--- src/rtl/mul_seq_ctrl.sv ---
// Controller for the repeated-addition multiplier: sequences A/B/P register
// strobes, counts accumulate passes and flags runaway iteration as an error.
module mul_seq_ctrl #(
   parameter int CW       = 8,
   parameter int MAX_ITER = 200
) (
   input  logic          clk,
   input  logic          rst_n,
   input  logic          start,
   input  logic          abort,
   input  logic          eqz,
   output logic          lda,
   output logic          ldb,
   output logic          clrp,
   output logic          ldp,
   output logic          decb,
   output logic          busy,
   output logic          done,
   output logic          err,
   output logic [CW-1:0] iter_cnt
);

   typedef enum logic [2:0] {
      S_IDLE = 3'd0,
      S_LDA  = 3'd1,
      S_LDB  = 3'd2,
      S_TEST = 3'd3,
      S_ACC  = 3'd4,
      S_FIN  = 3'd5,
      S_ERR  = 3'd6
   } state_t;

   state_t state, state_n;

   always_ff @(posedge clk or negedge rst_n) begin
      if (!rst_n) state <= S_IDLE;
      else        state <= state_n;
   end

   always_comb begin
      state_n = S_IDLE;
      lda     = 1'b0;
      ldb     = 1'b0;
      clrp    = 1'b0;
      ldp     = 1'b0;
      decb    = 1'b0;
      busy    = 1'b0;
      done    = 1'b0;
      case (state)
         S_IDLE: state_n = start ? S_LDA : S_IDLE;
         S_LDA: begin
            lda     = 1'b1;
            busy    = 1'b1;
            state_n = S_LDB;
         end
         S_LDB: begin
            ldb     = 1'b1;
            clrp    = 1'b1;
            busy    = 1'b1;
            state_n = S_TEST;
         end
         S_TEST: begin
            busy = 1'b1;
            if (eqz)                            state_n = S_FIN;
            else if (iter_cnt == CW'(MAX_ITER)) state_n = S_ERR;
            else                                state_n = S_ACC;
         end
         S_ACC: begin
            ldp     = 1'b1;
            decb    = 1'b1;
            busy    = 1'b1;
            state_n = S_TEST;
         end
         S_FIN, S_ERR: begin
            done    = 1'b1;
            busy    = 1'b1;
            state_n = S_IDLE;
         end
         default: state_n = S_IDLE;
      endcase
      // abort overrides every transition, including a start in IDLE
      if (abort) state_n = S_IDLE;
   end

   // err is raised on entry to ERR so it coincides with the done pulse
   always_ff @(posedge clk or negedge rst_n) begin
      if (!rst_n) begin
         iter_cnt <= '0;
         err      <= 1'b0;
      end else begin
         if (state == S_LDB)      iter_cnt <= '0;
         else if (state == S_ACC) iter_cnt <= iter_cnt + CW'(1);
         if (state_n == S_ERR)                         err <= 1'b1;
         else if (state == S_IDLE && state_n == S_LDA) err <= 1'b0;
      end
   end

endmodule

--- config.mk ---
export PLATFORM = sky130hd
export DESIGN_NAME = mul_seq_ctrl
export DESIGN_NICKNAME = d
export VERILOG_FILES = /design/src/rtl/mul_seq_ctrl.sv
export SDC_FILE = /design/constraint.sdc
export NUM_CORES = 1
export LEC_CHECK = 0
export ABC_AREA = 0
export BUFFER_PORTS_ARGS = -buffer_cell sky130_fd_sc_hd__buf_2
export CORE_UTILIZATION = 50
export CTS_CLUSTER_SIZE = 20
export DETAILED_ROUTE_END_ITERATION = 8
export PLACE_DENSITY = 0.87
export SETUP_SLACK_MARGIN = 0.5
export SYNTH_ARGS = -nofsm -noshare
export SYNTH_HDL_FRONTEND = slang
export SYNTH_SLANG_ARGS = --single-unit
--- constraint.sdc ---
create_clock -name clk -period 3.65 [get_ports clk]
set_clock_uncertainty 0.05 [all_clocks]
set_input_delay 0.5475 -clock clk [delete_from_list [all_inputs] [get_ports clk]]
set_output_delay 0.5475 -clock clk [all_outputs]
set_load 0.02 [all_outputs]
**After elaboration in Yosys (flattened, before gate mapping)**

Index checks and enable logic that the tools add are counted.

- Flip-flop bits (word level): 12
- Bits in latches: 0
- Memory bits (writable): 0
- ROM bits: 0
- Input bits: 5
- Output and inout bits: 16
- Logic and storage cells: 34
- Memories: 0

- $add $sub $neg: 1
- $mul: 0
- Div/mod/pow operators: 0
- $lt $le $gt $ge: 0
- Equal/unequal tests: 9
- Shift-type cells: 0
- Mux-type cells: 14
- Bitwise operators: 0
- Reduce and logical (&&, ||, !) cells: 7

Operators with widths:

| operator | count |
|---|---|
| 8-bit 2-to-1 mux | 2 |
| 3-bit equality test, second input constant | 4 |
| 3-bit one-hot mux with 4 select lines | 1 |
| 8-bit by 1-bit adder with 8-bit output, second input constant | 1 |
| 8-bit equality test, second input constant | 1 |
| 1-bit 2-to-1 mux | 8 |
| 3-bit by 1-bit equality test with 1-bit output, second input constant | 2 |
| 3-bit by 2-bit equality test with 1-bit output, second input constant | 2 |
| 6-bit OR reduction | 1 |
| 2-bit 2-to-1 mux | 2 |
| 2-bit nonzero test | 2 |
| 2-bit OR reduction | 2 |
| 3-bit logical NOT | 1 |
| 3-bit 2-to-1 mux | 1 |
| 1-bit logical AND | 1 |

**Longest topological paths before layout**

- Depth in word-level cells: 9
- Depth in mapped cells: 5
- Mapped depth without buffers: 5

**Worst setup path after synthesis**

Ideal clock, no wire load.

- Kind: register -> output
- Start point: register state[0]
- End point: output ldb
- Arrival time: 1.272 ns
- Required time: 3.053 ns
- Slack: 1.780 ns
- Cell stages (with the launch flop): 5
- Buffers on the path: 2
- Cells stage by stage: dfrtp_1 buf_2 or3b_1 inv_2 buf_4

- Longest elaborated chain between the ends: 2

RTL lines:

| item | line | RTL |
|---|---|---|
| start: declaration | 33 | `state_t state, state_n;` |
| start signal: assignment | 37 | `else state <= state_n;` |
| 3-bit by 2-bit equality test with 1-bit output | n/a |  |
| 1-bit 2-to-1 mux | n/a |  |
| end: declaration | 13 | `output logic ldb,` |

Every way passes these cells.

**Final worst setup path**

- Start point: register state[2]
- End point: output decb

- Longest elaborated chain between the ends: 2

RTL lines:

| item | line | RTL |
|---|---|---|
| 3-bit equality test | 49 | `case (state)` |
| 1-bit 2-to-1 mux | 49 |  |
| end: declaration | 16 | `output logic decb,` |

Every way passes these cells.

==> run_results.csv <==
group,metric,value,unit
cts,clock_latency,0.28,ns
grt,antenna_found_initial,0,
power_and_ir_drop,p_leak,0.418,nW
cts,cts-resized-gates,0,
floorplan,core,0.00130,mm2
critical_path,crit_buf_inv,2,
power_and_ir_drop,powerDensity,365,mW/mm2
logic_synthesis,synth.top_cell.area_share,42.9,%
critical_path,path_delay_family,"flip-flops",
finish,fin_cells,107,
logic_synthesis,syn_area,701,um2
finish,finalCoreUtilization,63.2,%
route,wire_per_inst,12.5,um
logic_synthesis,yosys.cell_count.top_type,"dfrtp_1",
logic_synthesis,synth_fp_nets,81,
timing,setup_viol,0,
timing,min_period,2.19,ns
finish,drive_gt1_share,30.4,%
critical_path,slowest_stage,"dfrtp_1",
timing,rsz0062_at_grt,"no",
placed_design,hpwl,963,um
route,via_count,600,
grt,grt_pass1_vias,463,
critical_path,critPathArrivalTime,1.59,ns
route,drc,0,
logic_synthesis,yosys-top-cells-count,"dfrtp_1 (12), a21oi_1 (8), nand2_1 (8)",
route,drtIter0Drc,18,
logic_synthesis,synth_seq_cells,12,
critical_path,slowest_delay,0.52,ns
logic_synthesis,synth_edf_count,0,
cts,cts_post_setup_buffers_inserted,0,
logic_synthesis,synth_warnings,0,
route,ant_nets,0,
critical_path,cp.required,3.05,ns
floorplan,std_cell_rows,13,
placed_design,place_congestion,0.812,
route,wl,1.34,mm
timing,finalHoldViolCount,0,
logic_synthesis,yosysTopAreaCell,"dfrtp_1",
cts,clkSlewWorstSetupHoldPaths,0.08,ns
critical_path,critPathKind,"reg -> out",
critical_path,r2r_slack,1.83,ns
logic_synthesis,ys_async_sr_fraction,100,%
route,drt-pass1-iter-count,4,
grt,grt_pass1_wl,2.05,mm
timing,fin_crit_sh,59.9,%
cts,cts_tree,"built",
finish,antenna_cells,0,
placed_design,dp.cells,103,
timing,slew-limit-headroom,73.5,%
finish,n_fill_cell,105,
grt,track_usage,20.9,%
floorplan,start_util,53.8,%
cts,hold_buffers,0,
power_and_ir_drop,seq_power_share,49.3,%
logic_synthesis,ys_types,32,
cts,clk_path_buf_depth,2,
route,viasPerCell,5.61,
timing,tns,0,ns
timing,fmax,457,MHz
job,maxCapViolCount,0,
min_path,min_path_type,"in -> async",
cts,htree_levels,1,
timing,tightest_slew,0.392,ns
critical_path,cp-start-kind,"flip-flop",
finish,nets,100,
critical_path,cp-end-kind,"output pin",
power_and_ir_drop,vdd_drop_max,243,uV
power_and_ir_drop,pwr-share-clk,35.4,%
logic_synthesis,yosysSeqAreaShare,42.9,%
logic_synthesis,synthTopCellsByArea,"dfrtp_1 (43%), a21oi_1 (5.7%), nand2_1 (4.3%)",
floorplan,dieArea,0.00156,mm2
logic_synthesis,synthFlopType,"dfrtp_1",
grt,grt_max_degree,14,
power_and_ir_drop,p_sw_share,28.1,%
logic_synthesis,synthCells,74,
cts,cts_buffers,3,
finish,syn_to_final_growth,17.3,%
floorplan,pin_count,21,
power_and_ir_drop,power.internal,0.216,mW
logic_synthesis,postSynthAreaPerCell,9.47,um2
timing,slew_violations,0,
power_and_ir_drop,combPwrFrac,15.2,%
run_status,outcome,"complete, no violations",
cts,cts.sinks,12,
power_and_ir_drop,p_sw,0.0844,mW
placed_design,port_buffers,20,
critical_path,cp_max_fo,13,
floorplan,die_height,39.4,um
floorplan,fp.dieW,39.4,um
cts,cts-root-buf,"clkbuf_4",
critical_path,path_cells,"or3b_4 -> inv_2 -> buf_2",
grt,grt-ovfl-total,0,
## worst paths after layout
kind / cells past startpoint / to / from
min reg2reg: 1 / iter_cnt[7]$_DFFE_PN0N_ / iter_cnt[7]$_DFFE_PN0N_
max in group asynchronous: 1 / iter_cnt[5]$_DFFE_PN0N_ / rst_n
min: 1 / iter_cnt[1]$_DFFE_PN0N_ / rst_n
max reg2reg: 3 / iter_cnt[6]$_DFFE_PN0N_ / state[2]$_DFF_PN0_
max: 3 / decb / state[2]$_DFF_PN0_
min in group clk: 2 / err$_DFFE_PN0P_ / start
## power groups by stage
stage	Sequential [mW]	Combinational, mW	Clock [mW]
final	0.148	0.0457	0.106
after global routing	0.149	0.0505	0.115
after CTS	0.148	0.0460	0.108
after detailed placement	0.150	0.0457	0
after global placement	0.150	0.0448	0
after floorplan	0.147	0.0355	0
## flip-flops by register name (all words and copies together) (netlist names)
register and flops:
state 3, iter_cnt 8, err 1
## cell type report
type / instances / area [um2] / area share, %
multi-input combinational: 51 / 348 / 42.3
sequential: 12 / 300 / 36.5
timing repair buffer: 20 / 100 / 12.2
clock buffer: 4 / 36.3 / 4.41
inverter: 5 / 18.8 / 2.28
tap: 15 / 18.8 / 2.28
## per-layer routing
layer	vias up	wire (um)	track usage [%]
met5	-	0	0
met4	0	21	12.9
met3	3	54	6.82
met2	13	659	30.3
met1	274	602	26.5
li1	310	-	-
## placed cells by master, fill, tap and decap left out, types with 2 or more instances in the layout
cell type and n:
a21oi_1 8, buf_2 20, clkbuf_4 3, dfrtp_1 12, ha_1 2, inv_1 3, inv_2 2, mux2i_1 2
nand2_1 8, nand3_1 4, nor4bb_1 2, o21ai_1 3, o31ai_1 3, or3_1 2
## per-stage QoR
stage / total power [mW] / hold WS, ns / instance area [um2] / setup slack (ns)
after floorplan: 0.182 / 0.202 / 701 / 1.78
after global placement: 0.195 / 0.382 / 786 / 1.81
after detailed placement: 0.196 / 0.382 / 786 / 1.78
after CTS: 0.302 / 0.0807 / 822 / 1.46
after global routing: 0.315 / 0.0877 / 822 / 1.38
final: 0.300 / 0.0781 / 822 / 1.46
## logic make-up (layout without fill, tap and decap cells)
logic type                 count (synthesis)  after routing  synth area share [%]
AOI/OAI and AO/OA                         17             17                  14.8
xor gates and xnor gates                   1              1                  1.25
adders and majority gates                  2              2                  3.57
buffers and inverters                     11             29                  7.50
DFF                                       12             12                  42.9
muxes                                      3              3                  4.46
and+or+nand+nor                           28             28                  25.5
Power figures use the tool's default switching activity.
